===== src/rtl/lzc_pkg.sv =====
// lzc_pkg: shared constants, types and the index-to-one-hot reference function for the LZC path.
package lzc_pkg;
    localparam int LZC_WIDTH = 32;
    localparam int LZC_IDX_W = 6;

    typedef logic [LZC_IDX_W-1:0] lzc_idx_t;

    typedef enum logic {IDLE, ACCUM} lzc_asm_state_e;

    function automatic logic [LZC_WIDTH-1:0] lzc_idx2onehot(input lzc_idx_t idx);
        logic [LZC_WIDTH-1:0] r;
        r = '0;
        for (int i = 0; i < LZC_WIDTH; i++) r[LZC_WIDTH-1-i] = (idx == LZC_IDX_W'(i));
        return r;
    endfunction
endpackage


===== src/rtl/lzc_idx_decode.sv =====
// lzc_idx_decode: MSB-relative index to one-hot; indices >= WIDTH decode to zero.
module lzc_idx_decode #(
    parameter int WIDTH = 32,
    parameter int IDX_W = 6
) (
    input  logic [IDX_W-1:0] idx,
    output logic [WIDTH-1:0] onehot
);
    for (genvar i = 0; i < WIDTH; i++) begin : g_bit
        assign onehot[WIDTH-1-i] = (idx == IDX_W'(i));
    end
endmodule


===== src/rtl/lzc_word_assembler.sv =====
// lzc_word_assembler: OR-accumulates index beats into words with a valid/ready output.
// Defining LZC_ORDER_CHECK_EN adds out_order_err for non-strictly-increasing index streams.
module lzc_word_assembler
    import lzc_pkg::*;
#(
    parameter int WIDTH = LZC_WIDTH,
    parameter int IDX_W = LZC_IDX_W
) (
    input  logic             clk,
    input  logic             rst,
    input  logic             in_valid,
    output logic             in_ready,
    input  logic [IDX_W-1:0] in_idx,
    input  logic             in_last,
    output logic             out_valid,
    input  logic             out_ready,
    output logic [WIDTH-1:0] out_word,
    output logic [IDX_W-1:0] out_beats,
    output logic             out_dup
`ifdef LZC_ORDER_CHECK_EN
    ,
    output logic             out_order_err
`endif
);
    lzc_asm_state_e   state, state_nxt;
    logic [WIDTH-1:0] acc, dec, word_nxt;
    logic [IDX_W-1:0] acc_beats, beats_nxt;
    logic             acc_dup, dup_nxt, fire;

    lzc_idx_decode #(.WIDTH(WIDTH), .IDX_W(IDX_W)) u_dec (.idx(in_idx), .onehot(dec));

    assign in_ready  = ~out_valid | out_ready;
    assign fire      = in_valid & in_ready;
    assign word_nxt  = acc | dec;
    assign beats_nxt = (acc_beats == '1) ? acc_beats : acc_beats + 1'b1;
    assign dup_nxt   = acc_dup | (|(acc & dec));

    always_comb begin
        state_nxt = state;
        if (fire) state_nxt = in_last ? IDLE : ACCUM;
    end

    always_ff @(posedge clk) begin
        if (rst) begin
            state     <= IDLE;
            acc       <= '0;
            acc_beats <= '0;
            acc_dup   <= 1'b0;
            out_valid <= 1'b0;
            out_word  <= '0;
            out_beats <= '0;
            out_dup   <= 1'b0;
        end else begin
            state <= state_nxt;
            if (fire) begin
                acc       <= in_last ? '0 : word_nxt;
                acc_beats <= in_last ? '0 : beats_nxt;
                acc_dup   <= ~in_last & dup_nxt;
            end
            if (fire & in_last) begin
                out_valid <= 1'b1;
                out_word  <= word_nxt;
                out_beats <= beats_nxt;
                out_dup   <= dup_nxt;
            end else if (out_ready) begin
                out_valid <= 1'b0;
            end
        end
    end

`ifdef LZC_ORDER_CHECK_EN
    // Out-of-range indices clamp to WIDTH, so a WIDTH beat after anything compares as non-increasing.
    logic [IDX_W-1:0] idx_c, prev_idx;
    logic             acc_err, err_nxt;

    assign idx_c   = (in_idx >= IDX_W'(WIDTH)) ? IDX_W'(WIDTH) : in_idx;
    assign err_nxt = acc_err | ((state == ACCUM) & ((idx_c <= prev_idx) | (idx_c == IDX_W'(WIDTH))));

    always_ff @(posedge clk) begin
        if (rst) begin
            prev_idx      <= '0;
            acc_err       <= 1'b0;
            out_order_err <= 1'b0;
        end else if (fire) begin
            prev_idx <= idx_c;
            acc_err  <= ~in_last & err_nxt;
            if (in_last) out_order_err <= err_nxt;
        end
    end
`endif
endmodule


===== config.mk =====
export PLATFORM = sky130hd
export DESIGN_NAME = lzc_word_assembler
export DESIGN_NICKNAME = d
export VERILOG_FILES = /design/src/rtl/lzc_pkg.sv /design/src/rtl/lzc_idx_decode.sv /design/src/rtl/lzc_word_assembler.sv
export SDC_FILE = /design/constraint.sdc
export NUM_CORES = 1
export LEC_CHECK = 0
export BUFFER_PORTS_ARGS = -buffer_cell sky130_fd_sc_hd__buf_2
export CORE_UTILIZATION = 56
export DETAILED_ROUTE_END_ITERATION = 16
export PLACE_DENSITY = 0.78
export SYNTH_ARGS = -nofsm -noshare
export SYNTH_HDL_FRONTEND = slang
export SYNTH_SLANG_ARGS = --single-unit

===== constraint.sdc =====
create_clock -name clk -period 1.9 [get_ports clk]
set_input_delay 0.19 -clock clk [delete_from_list [all_inputs] [get_ports clk]]
set_output_delay 0.19 -clock clk [all_outputs]
set_load 0.05 [all_outputs]

==> out/metrics.cfg, run 1 <==
[setup_path]
critPathMaxFanout = 8
rr_worst_depth = 6
crit_chain = ha_1 > and3_1 > nand3_2 > o21ai_1 > a21oi_1 > nor2_1
r2r_slack_ns = 0.15
slowest_stage = dfxtp_1
slowest_delay_ns = 0.46
critPathBufInv = 0
cp-end-kind = flop
r2r-end = acc_beats[0]$_SDFFE_PP0P_
path_depth = 6
critPathLaunchType = flop
worstSetupPathType = reg -> reg
crit_family = simple AND/OR/NAND/NOR gates
cp.required_ns = 2.17
cp_data_arrival_time_ns = 2.02
worstReg2RegStart = acc_beats[0]$_SDFFE_PP0P_

[synthesis]
synth_edf_count = 0
synthFlopType = dfxtp_1
yosys.area.top_type = dfxtp_1
synthCells = 387
avgSynthCellArea_um2 = 8.48
synth.distinct_cells = 47
synth_seq_cells = 79
synth_top_area_share_pct = 48.2
netlist_area_um2 = 3280
syn-num-nets = 399
ys_warn_count = 0
ys_top_cells_by_area = dfxtp_1, a21oi_1, o21ai_0
async_reset_ff_share_pct = 0
ys_seq_area_share_pct = 48.2

[placed_design]
dp.cells = 499
gp_congestion = 0.927
dpl.hpwl_mm = 5.70
io_buffers = 51
post-place-ws_ns = 0.0870
placed_cell_area_um2 = 3620

[grt]
grt_use_total_pct = 28.9
overflow = 0
grt_antenna_before_repair = 0
grt_max_degree = 39
first_global_vias = 2877
grt_pass1_wl_mm = 13.9

[job]
maxCapViolations = 0

[drt]
drc = 0
dr.pass1.iters = 5
num_vias = 3058
vias_per_cell = 5.94
drt_iter0_markers = 251
ant_nets = 0
wl_per_cell_um = 16.2
routed_wirelength_mm = 8.35

[cells_and_area]
final_cell_mix = dfxtp_1, a21oi_1, buf_2
layout_commonest_cell = dfxtp_1
final_layout_size_suffix_gt1_share_pct = 23.5
stdcell_count = 515
finalInstanceArea_um2 = 3890
fin_nets = 450
area_growth_pct = 18.6
diodes = 0
final_core_util_pct = 69.8

[clock_tree]
clock-sinks = 79
path_clk_slew_ns = 0.07
clock_latency_ns = 0.35
cts-root-buf = clkbuf_8
h-tree-depth = 3
cts_tree = done
post_cts_buffers = 0
cts_buffers = 9
cts_buffer_depth = 2

[sta]
fin_worst_skew_ns = 0.00946
hold_violations = 0
rsz0062_at_grt = no
timing.slew.headroom_pct = 23.8
setup_violations = 0
hold_ws_ns = 0.131
drv_slew = 0
period_share_pct = 92.0
setup_tns_ns = 0
fmax_mhz = 572
period_needed_ns = 1.75
fin_ws_ns = 0.151
worst_pin_slew_ns = 1.13

[floorplanning]
pin_count = 52
rows = 27
coreArea_um2 = 5570
die_x_um = 78.6
die_y_um = 78.6
die_area_um2 = 6170
initial_utilization_pct = 58.9

[hold_path]
min-delay-start = in_valid
hold_class = in -> reg
min_path_cells = 3
min_to = out_valid$_SDFFE_PP0P_

[power]
p_leak_nw = 1.52
powerDensity_nw_per_um2 = 908
finalPower_mw = 3.53
vdd_drop_max_uv = 924

[outcome]
run_status = complete, no violations

-- where the power goes --
group | switching, mW | total (mW) | internal (mW) | leakage, nW
Combinational | 0.188 | 0.264 | 0.0760 | 0.751
Clock | 0.606 | 1.59 | 0.986 | 0.133
Sequential | 0.0105 | 1.68 | 1.67 | 0.638
Total | 0.805 | 3.53 | 2.73 | 1.52
-- worst min-delay path, delay by kind of cell --
family	cells	cell delay (ns)
AO/OA/AOI/OAI	1	0.06
buffers and inverters	1	0.12
AND/OR/NAND/NOR	1	0.06
-- routing by layer --
metal	global-route usage, %	share of wire, %	up-vias
met2	46.4	47	116
met3	5.81	6.5	18
met1	37.3	45	1449
li1	-	-	1475
met5	0	0	-
met4	13.1	2.2	0
-- flip-flops by register name (all words and copies together), names as in the netlist --
register	count
acc	32
out_beats	6
out_dup	1
out_word	32
acc_beats	6
out_valid	1
acc_dup	1
-- worst max path at each step --
stage               slack (ns)                   endpoint                 startpoint
detailed placement        0.09  acc_beats[0]$_SDFFE_PP0P_  acc_beats[0]$_SDFFE_PP0P_
global placement          0.18       out_dup$_SDFFE_PP0P_                  in_idx[1]
floorplan                 0.05  out_word[21]$_SDFFE_PP0P_     out_valid$_SDFFE_PP0P_
global route              0.04  acc_beats[0]$_SDFFE_PP0P_  acc_beats[0]$_SDFFE_PP0P_
CTS                       0.01  acc_beats[0]$_SDFFE_PP0P_  acc_beats[0]$_SDFFE_PP0P_
finish                    0.15  acc_beats[0]$_SDFFE_PP0P_  acc_beats[0]$_SDFFE_PP0P_
-- cells in the mapped netlist, types with 3 or more instances --
cell and instances:
nand4_1 4, nor2b_1 5, nor3_1 6, nand2_1 44
clkbuf_1 16, dfxtp_1 79, nand3_1 5, a32oi_1 7
and3_1 3, a31oi_1 4, nand2b_1 3, mux2_2 3
buf_4 4, buf_2 6, inv_1 3, a21oi_1 73
nor2_1 41, o21ai_0 41, nand3b_1 4
-- area by class of cell --
cell class | instances | area (µm²)
Fill cell | 466 | 1680
Sequential cell | 79 | 1580
Multi-Input combinational cell | 276 | 1550
Timing Repair Buffer | 69 | 390
Clock buffer | 12 | 165
Clock inverter | 4 | 98.8
Tap cell | 72 | 90.1
Inverter | 3 | 11.3
-- cell families (layout without fill, tap and decap cells) --
| kind of cell | Yosys count | after routing | share of synthesized area (%) |
|---|---|---|---|
| compound gates | 137 | 137 | 23.5 |
| simple gates | 132 | 132 | 21.2 |
| flops | 79 | 79 | 48.2 |
| buf+inv | 32 | 88 | 4.80 |
| mux | 5 | 5 | 1.64 |
| fa+ha+maj | 1 | 1 | 0.381 |
| xor+xnor | 1 | 1 | 0.267 |
-- timing repair --
action	CTS	global route
endpoints found under the setup margin	0	4
hold buffers	0	0
gates resized for setup	0	2
Power figures use the tool's default switching activity.
==> run 2: changes to the inputs <==
CORE_UTILIZATION = 55   (was 56)
PLACE_DENSITY = 0.77   (was 0.78)
SYNTH_HIERARCHICAL = 1   (was default)
==> run 2 against run 1 <==
Net effect:
- final area down 5.0%
- clock-buffer cell count down 3
- sequential cell count unchanged
- critical endpoint is now acc_beats[0]$_SDFFE_PP0N_
- setup slack better by 0.050 ns
- highest routed layer unchanged
- via count down 3.9%
- clock skew about the same
- sequential share of layout area up 2.1 points
==> out/metrics.cfg, run 2 <==
[outcome]
run_status = complete, no violations

[cells_and_area]
final_core_util_pct = 66.8  ; -3.1 points
top_regs = acc x32, out_word x32
regArea_um2 = 1580  ; about the same
final_layout_size_suffix_gt1_share_pct = 20.1  ; -3.3 points
area_growth_pct = 16.3
final_cell_mix = nor2_1, dfxtp_1, nor3_1
fill_cells = 497  ; +6.7%
fin_nets = 454  ; +0.89%
diodes = 0  ; unchanged
multi_input_area_um2 = 1480  ; -4.7%
layout_commonest_cell = nor2_1

[drt]
routed_wirelength_mm = 7.55  ; -9.6%
drc = 0  ; unchanged
wl_per_cell_um = 14.6  ; -10%
ant_nets = 0  ; unchanged
dr.pass1.iters = 5  ; unchanged
num_vias = 2938  ; -3.9%
drt_iter0_markers = 208  ; -17%
vias_per_cell = 5.66  ; -4.7%

[synthesis]
yosysMostFrequentCell = nor2_1
synth_seq_cells = 79  ; unchanged
ys_seq_area_share_pct = 49.7  ; +1.6 points
yosys.area.top_type = dfxtp_1
synth_common_cells = nor2_1, dfxtp_1, nor3_1
ys_top_cells_by_area = dfxtp_1, nor2_1, nor3_1
synth_edf_count = 0  ; unchanged
ys_warn_count = 6  ; +6
syn-num-nets = 407  ; +2.0%
synth_top_area_share_pct = 49.7  ; +1.6 points
synth.distinct_cells = 37  ; -21%
async_reset_ff_share_pct = 0  ; unchanged
netlist_area_um2 = 3180  ; -3.2%
synthFlopType = dfxtp_1
avgSynthCellArea_um2 = 8.05  ; -5.1%
synthCells = 395  ; +2.1%

[clock_tree]
cts_buffers = 9  ; unchanged
clock_latency_ns = 0.36  ; about the same
cts_buffer_depth = 2  ; unchanged
ctsResizeCount = 0  ; unchanged
cts_tree = done
h-tree-depth = 3  ; unchanged
cts_hold_repair.buffers = 0  ; unchanged
path_clk_slew_ns = 0.08  ; about the same
post_cts_buffers = 0  ; unchanged
clock-sinks = 79  ; unchanged
cts-root-buf = clkbuf_8

[grt]
grt_max_degree = 47  ; +21%
grt_use_total_pct = 26.9  ; -2.1 points
first_global_vias = 2678  ; -6.9%
grt_antenna_before_repair = 0  ; unchanged
overflow = 0  ; unchanged
grt_pass1_wl_mm = 12.6  ; -9.3%

[sta]
setup_violations = 0  ; unchanged
fmax_mhz = 589  ; +3.0%
worst_pin_slew_ns = 0.470  ; -0.664 ns
hold_violations = 0  ; unchanged
period_needed_ns = 1.70  ; -0.0503 ns
fin_ws_ns = 0.202  ; +0.0503 ns
rsz0062_at_grt = no
drv_slew = 0  ; unchanged
period_share_pct = 89.4  ; -2.6 points
timing.slew.headroom_pct = 68.7  ; +45 points
fin_worst_skew_ns = 0.00994  ; +0.000477 ns

[setup_path]
cp.required_ns = 2.20  ; +0.03 ns
crit_chain = ha_1 > nand2_1 > or2_2 > o21ai_0 > a21oi_1 > nor2_1
cp-end-kind = flop
crit_start = acc_beats[0]$_SDFFE_PP0N_
path_depth = 6  ; unchanged
slowest_delay_ns = 0.42  ; -0.04 ns
critPathBufInv = 0  ; unchanged
cp_data_arrival_time_ns = 2.00  ; -0.02 ns
worstReg2RegStart = acc_beats[0]$_SDFFE_PP0N_
critPathMaxFanout = 6  ; -2
worstSetupPathType = reg -> reg
r2r_slack_ns = 0.20  ; +0.05 ns
crit_family = simple AND/OR/NAND/NOR gates
slowest_stage = dfxtp_1
rr_worst_depth = 6  ; unchanged
critPathLaunchType = flop

[power]
vdd_drop_max_uv = 628  ; -32%
p_leak_nw = 1.49  ; -2.1%
powerDensity_nw_per_um2 = 939  ; +3.4%
finalPower_mw = 3.47  ; -1.7%

[hold_path]
min_path_cells = 3  ; unchanged
min-delay-start = out_ready
hold_class = in -> reg

[job]
maxCapViolations = 0  ; unchanged

[floorplanning]
coreArea_um2 = 5540  ; -0.61%
die_area_um2 = 6090  ; -1.4%
die_x_um = 78.0  ; -0.69%
die_y_um = 78.0  ; -0.69%
initial_utilization_pct = 57.4  ; -1.5 points
pin_count = 52  ; unchanged
rows = 27  ; unchanged

[placed_design]
gp_congestion = 0.912  ; -1.6%
post-place-ws_ns = -0.00781  ; -0.0948 ns
dpl.hpwl_mm = 5.22  ; -8.3%
io_buffers = 51  ; unchanged

run 2: cell types whose count changed after synthesis, sizes merged, moves of 4 or more:
| cell | before | now |
|---|---|---|
| nor2 | 41 | 109 |
| a21oi | 73 | 43 |
| nor4b | 5 | 0 |
| nand3b | 4 | 0 |
| clkbuf | 16 | 12 |
| o21ai | 43 | 2 |
| nor2b | 5 | 0 |
| nor3 | 6 | 66 |
| a32oi | 7 | 1 |
| nand2 | 44 | 12 |
| a22oi | 4 | 9 |
run 2: path summary, 6_finish.rpt:
kind	to
worst max-delay path	acc_beats[0]$_SDFFE_PP0N_
worst min register to register	out_beats[0]$_SDFFE_PP0P_
worst min-delay path	out_valid$_SDFFE_PP0P_
worst max register to register	acc_beats[0]$_SDFFE_PP0N_
run 2: metal layers:
layer / vias up / share of wire (%) / GRT usage, %
li1: 1471 / - / -
met1: 1354 / 50 / 37.5
met2: 96 / 43 / 39.6
met3: 17 / 5.0 / 6.51
met4: 0 / 2.0 / 11.5
met5: - / 0 / 0
run 2: cell type report:
class / instances / share of cell area (%)
Inverter: 1 / 0.101
Multi-Input combinational cell: 289 / 40.1
Clock inverter: 7 / 2.17
Tap cell: 72 / 2.44
Sequential cell: 79 / 42.8
Timing Repair Buffer: 62 / 9.13
Clock buffer: 9 / 3.35
run 2: report_power, final:
part / total (mW) / switching [mW] / internal (mW)
Sequential: 1.74 / 0.0275 / 1.71
Clock: 1.27 / 0.646 / 0.619
Combinational: 0.472 / 0.355 / 0.117
run 2: cells by family after synthesis:
kind of cell               count (synthesis)  synth area share [%]
and+or+nand+nor                          217                  32.1
DFF                                       79                  49.7
AOI/OAI and AO/OA                         68                  13.1
buffers and inverters                     27                  3.74
xor gates and xnor gates                   2                 0.551
muxes                                      1                 0.354
adders and majority gates                  1                 0.393
run 2: through the flow:
step | TNS (ns) | std cells | instance area, µm² | hold slack (ns)
floorplan | 0 | 395 | 3180 | 0.373
global placement | 0 | 503 | 3490 | 0.437
detailed placement | -0.00781 | 503 | 3490 | 0.446
CTS | 0 | 519 | 3700 | 0.173
global route | 0 | 519 | 3700 | 0.186
finish | 0 | 519 | 3700 | 0.175
run 2: tightest hold or removal path, delay by kind of cell:
kind            cells  cell delay, ns
buf+inv             1            0.07
compound gates      1            0.07
simple gates        1            0.14
==> run 3: changes to the inputs <==
RECOVER_POWER = 50   (was default)
==> run 3 against run 2 <==
Net effect:
- utilization decreased by 0.99 points
- maximum frequency barely moved
- final area down 1.5%
- clock-buffer cell count unchanged
- worst hold slack gained 0.0043 ns
- routed wire length about the same
==> out/metrics.cfg, run 3 (same netlist as run 2, synthesis figures left out) <==
[outcome]
run_status = complete, no violations

[grt]
grt_use_total_pct = 26.9  ; unchanged
grt_antenna_before_repair = 0  ; unchanged
grt_pass1_wl_mm = 12.6  ; unchanged
grt_max_degree = 47  ; unchanged
first_global_vias = 2678  ; unchanged
overflow = 0  ; unchanged

[power]
vdd_drop_max_uv = 630  ; +0.41%
power_frac_comb_pct = 13.2  ; -0.4 points
finalPower_mw = 3.46  ; -0.30%
seqPwrFrac_pct = 50.1  ; about the same
p_clk_share_pct = 36.7  ; +0.3 points
p_leak_nw = 1.32  ; -11%
p_sw_mw = 1.03  ; +0.40%
powerDensity_nw_per_um2 = 950  ; +1.2%
swShare_pct = 29.8  ; +0.21 points
power.internal_mw = 2.43  ; -0.60%

[floorplanning]
rows = 27  ; unchanged
die_y_um = 78.0  ; unchanged
die_x_um = 78.0  ; unchanged
die_area_um2 = 6090  ; unchanged
coreArea_um2 = 5540  ; unchanged
pin_count = 52  ; unchanged
initial_utilization_pct = 57.4  ; unchanged

[sta]
timing.slew.headroom_pct = 59.4  ; -9.3 points
period_needed_ns = 1.70  ; +0.00000700 ns
fin_worst_skew_ns = 0.0103  ; +0.000370 ns
setup_tns_ns = 0  ; unchanged
worst_pin_slew_ns = 0.612  ; +0.142 ns
setup_violations = 0  ; unchanged
period_share_pct = 89.4  ; about the same
fmax_mhz = 589  ; about the same
rsz0062_at_grt = no
hold_violations = 0  ; unchanged
drv_slew = 0  ; unchanged

[cells_and_area]
area_growth_pct = 14.6
top_regs = acc x32, out_word x32
finalInstanceArea_um2 = 3640  ; -1.5%
final_core_util_pct = 65.8  ; -0.99 points
fin_nets = 454  ; unchanged
fill_cells = 512  ; +3.0%
final_cell_mix = nor2_1, dfxtp_1, nor3_1
multi_input_area_um2 = 1480  ; unchanged
final_layout_size_suffix_gt1_share_pct = 10.7  ; -9.4 points
regArea_um2 = 1580  ; unchanged
layout_commonest_cell = nor2_1
diodes = 0  ; unchanged

[clock_tree]
cts_buffers = 9  ; unchanged
cts_tree = done
ctsResizeCount = 0  ; unchanged
post_cts_buffers = 0  ; unchanged
path_clk_slew_ns = 0.09  ; about the same
h-tree-depth = 3  ; unchanged
cts_hold_repair.buffers = 0  ; unchanged
cts_buffer_depth = 2  ; unchanged
clock_latency_ns = 0.36  ; about the same
cts-root-buf = clkbuf_8
clock-sinks = 79  ; unchanged

[setup_path]
cp.required_ns = 2.20  ; about the same
worstSetupPathType = reg -> reg
cp-end-kind = flop
cp_data_arrival_time_ns = 2.00  ; about the same
critPathMaxFanout = 6  ; unchanged
critPathLaunchType = flop

[placed_design]
gp_congestion = 0.912  ; unchanged
placed_cell_area_um2 = 3490  ; unchanged
dpl.hpwl_mm = 5.22  ; unchanged
io_buffers = 51  ; unchanged

[hold_path]
hold_class = in -> reg

[job]
maxCapViolations = 0  ; unchanged

[drt]
drt_iter0_markers = 202  ; -2.9%
routed_wirelength_mm = 7.56  ; about the same
dr.pass1.iters = 4  ; -1
vias_per_cell = 5.58  ; -1.4%
num_vias = 2896  ; -1.4%
drc = 0  ; unchanged
wl_per_cell_um = 14.6  ; about the same
ant_nets = 0  ; unchanged

==> run 3: cell types whose count changed in the layout (fill, tap and decap cells not counted) <==
cell      change
clkbuf_1     +42
buf_2        -41
buf_4         -1
==> run 3: layout make-up <==
cell class | instances | share of cell area [%]
flip-flops and latches | 79 | 43.4
clock inverters | 7 | 2.20
multi-input cells | 289 | 40.7
clock buffers | 9 | 3.40
repair buffers | 62 | 7.76
inverters | 1 | 0.103
well taps | 72 | 2.47
==> run 3: worst paths after layout <==
kind                        startpoint                   endpoint  slack, ns  cells after the start
max          acc_beats[0]$_SDFFE_PP0N_  acc_beats[0]$_SDFFE_PP0N_       0.20                      6
min                          out_ready     out_valid$_SDFFE_PP0P_       0.18                      3
max reg2reg  acc_beats[0]$_SDFFE_PP0N_  acc_beats[0]$_SDFFE_PP0N_       0.20                      6
min reg2reg  out_beats[0]$_SDFFE_PP0P_  out_beats[0]$_SDFFE_PP0P_       0.46                      2
==> run 3: metal layers <==
layer	wire [µm]	share of wire (%)	up-vias	track usage, %
met5	0	0	-	0
met4	132	1.7	0	11.5
met3	351	4.6	12	6.51
met2	3290	44	82	39.6
met1	3790	50	1331	37.5
li1	-	-	1471	-
==> run 3: critical path: stages, from the launching register on <==
cell and delay [ns]:
dfxtp_1 0.42, ha_1 0.31, nand2_1 0.12, or2_2 0.36, o21ai_0 0.24, a21oi_1 0.11, nor2_1 0.08
==> run 3: metrics by stage <==
step                      cells  hold WS [ns]  setup WS [ns]
after global routing        519         0.187         0.0469
after detailed placement    503         0.446       -0.00781
after CTS                   519         0.173          0.224
after floorplan             395         0.373         0.0720
final                       519         0.180          0.202
after global placement      503         0.437         0.0514
==> run 3: power by group through the flow <==
| stage | combinational (mW) | sequential (mW) | clock, mW |
|---|---|---|---|
| floorplan | 0.185 | 1.94 | 0 |
| CTS | 0.473 | 1.74 | 1.28 |
| global placement | 0.468 | 1.77 | 0 |
| global route | 0.496 | 1.74 | 1.34 |
| finish | 0.457 | 1.74 | 1.27 |
| detailed placement | 0.471 | 1.77 | 0 |
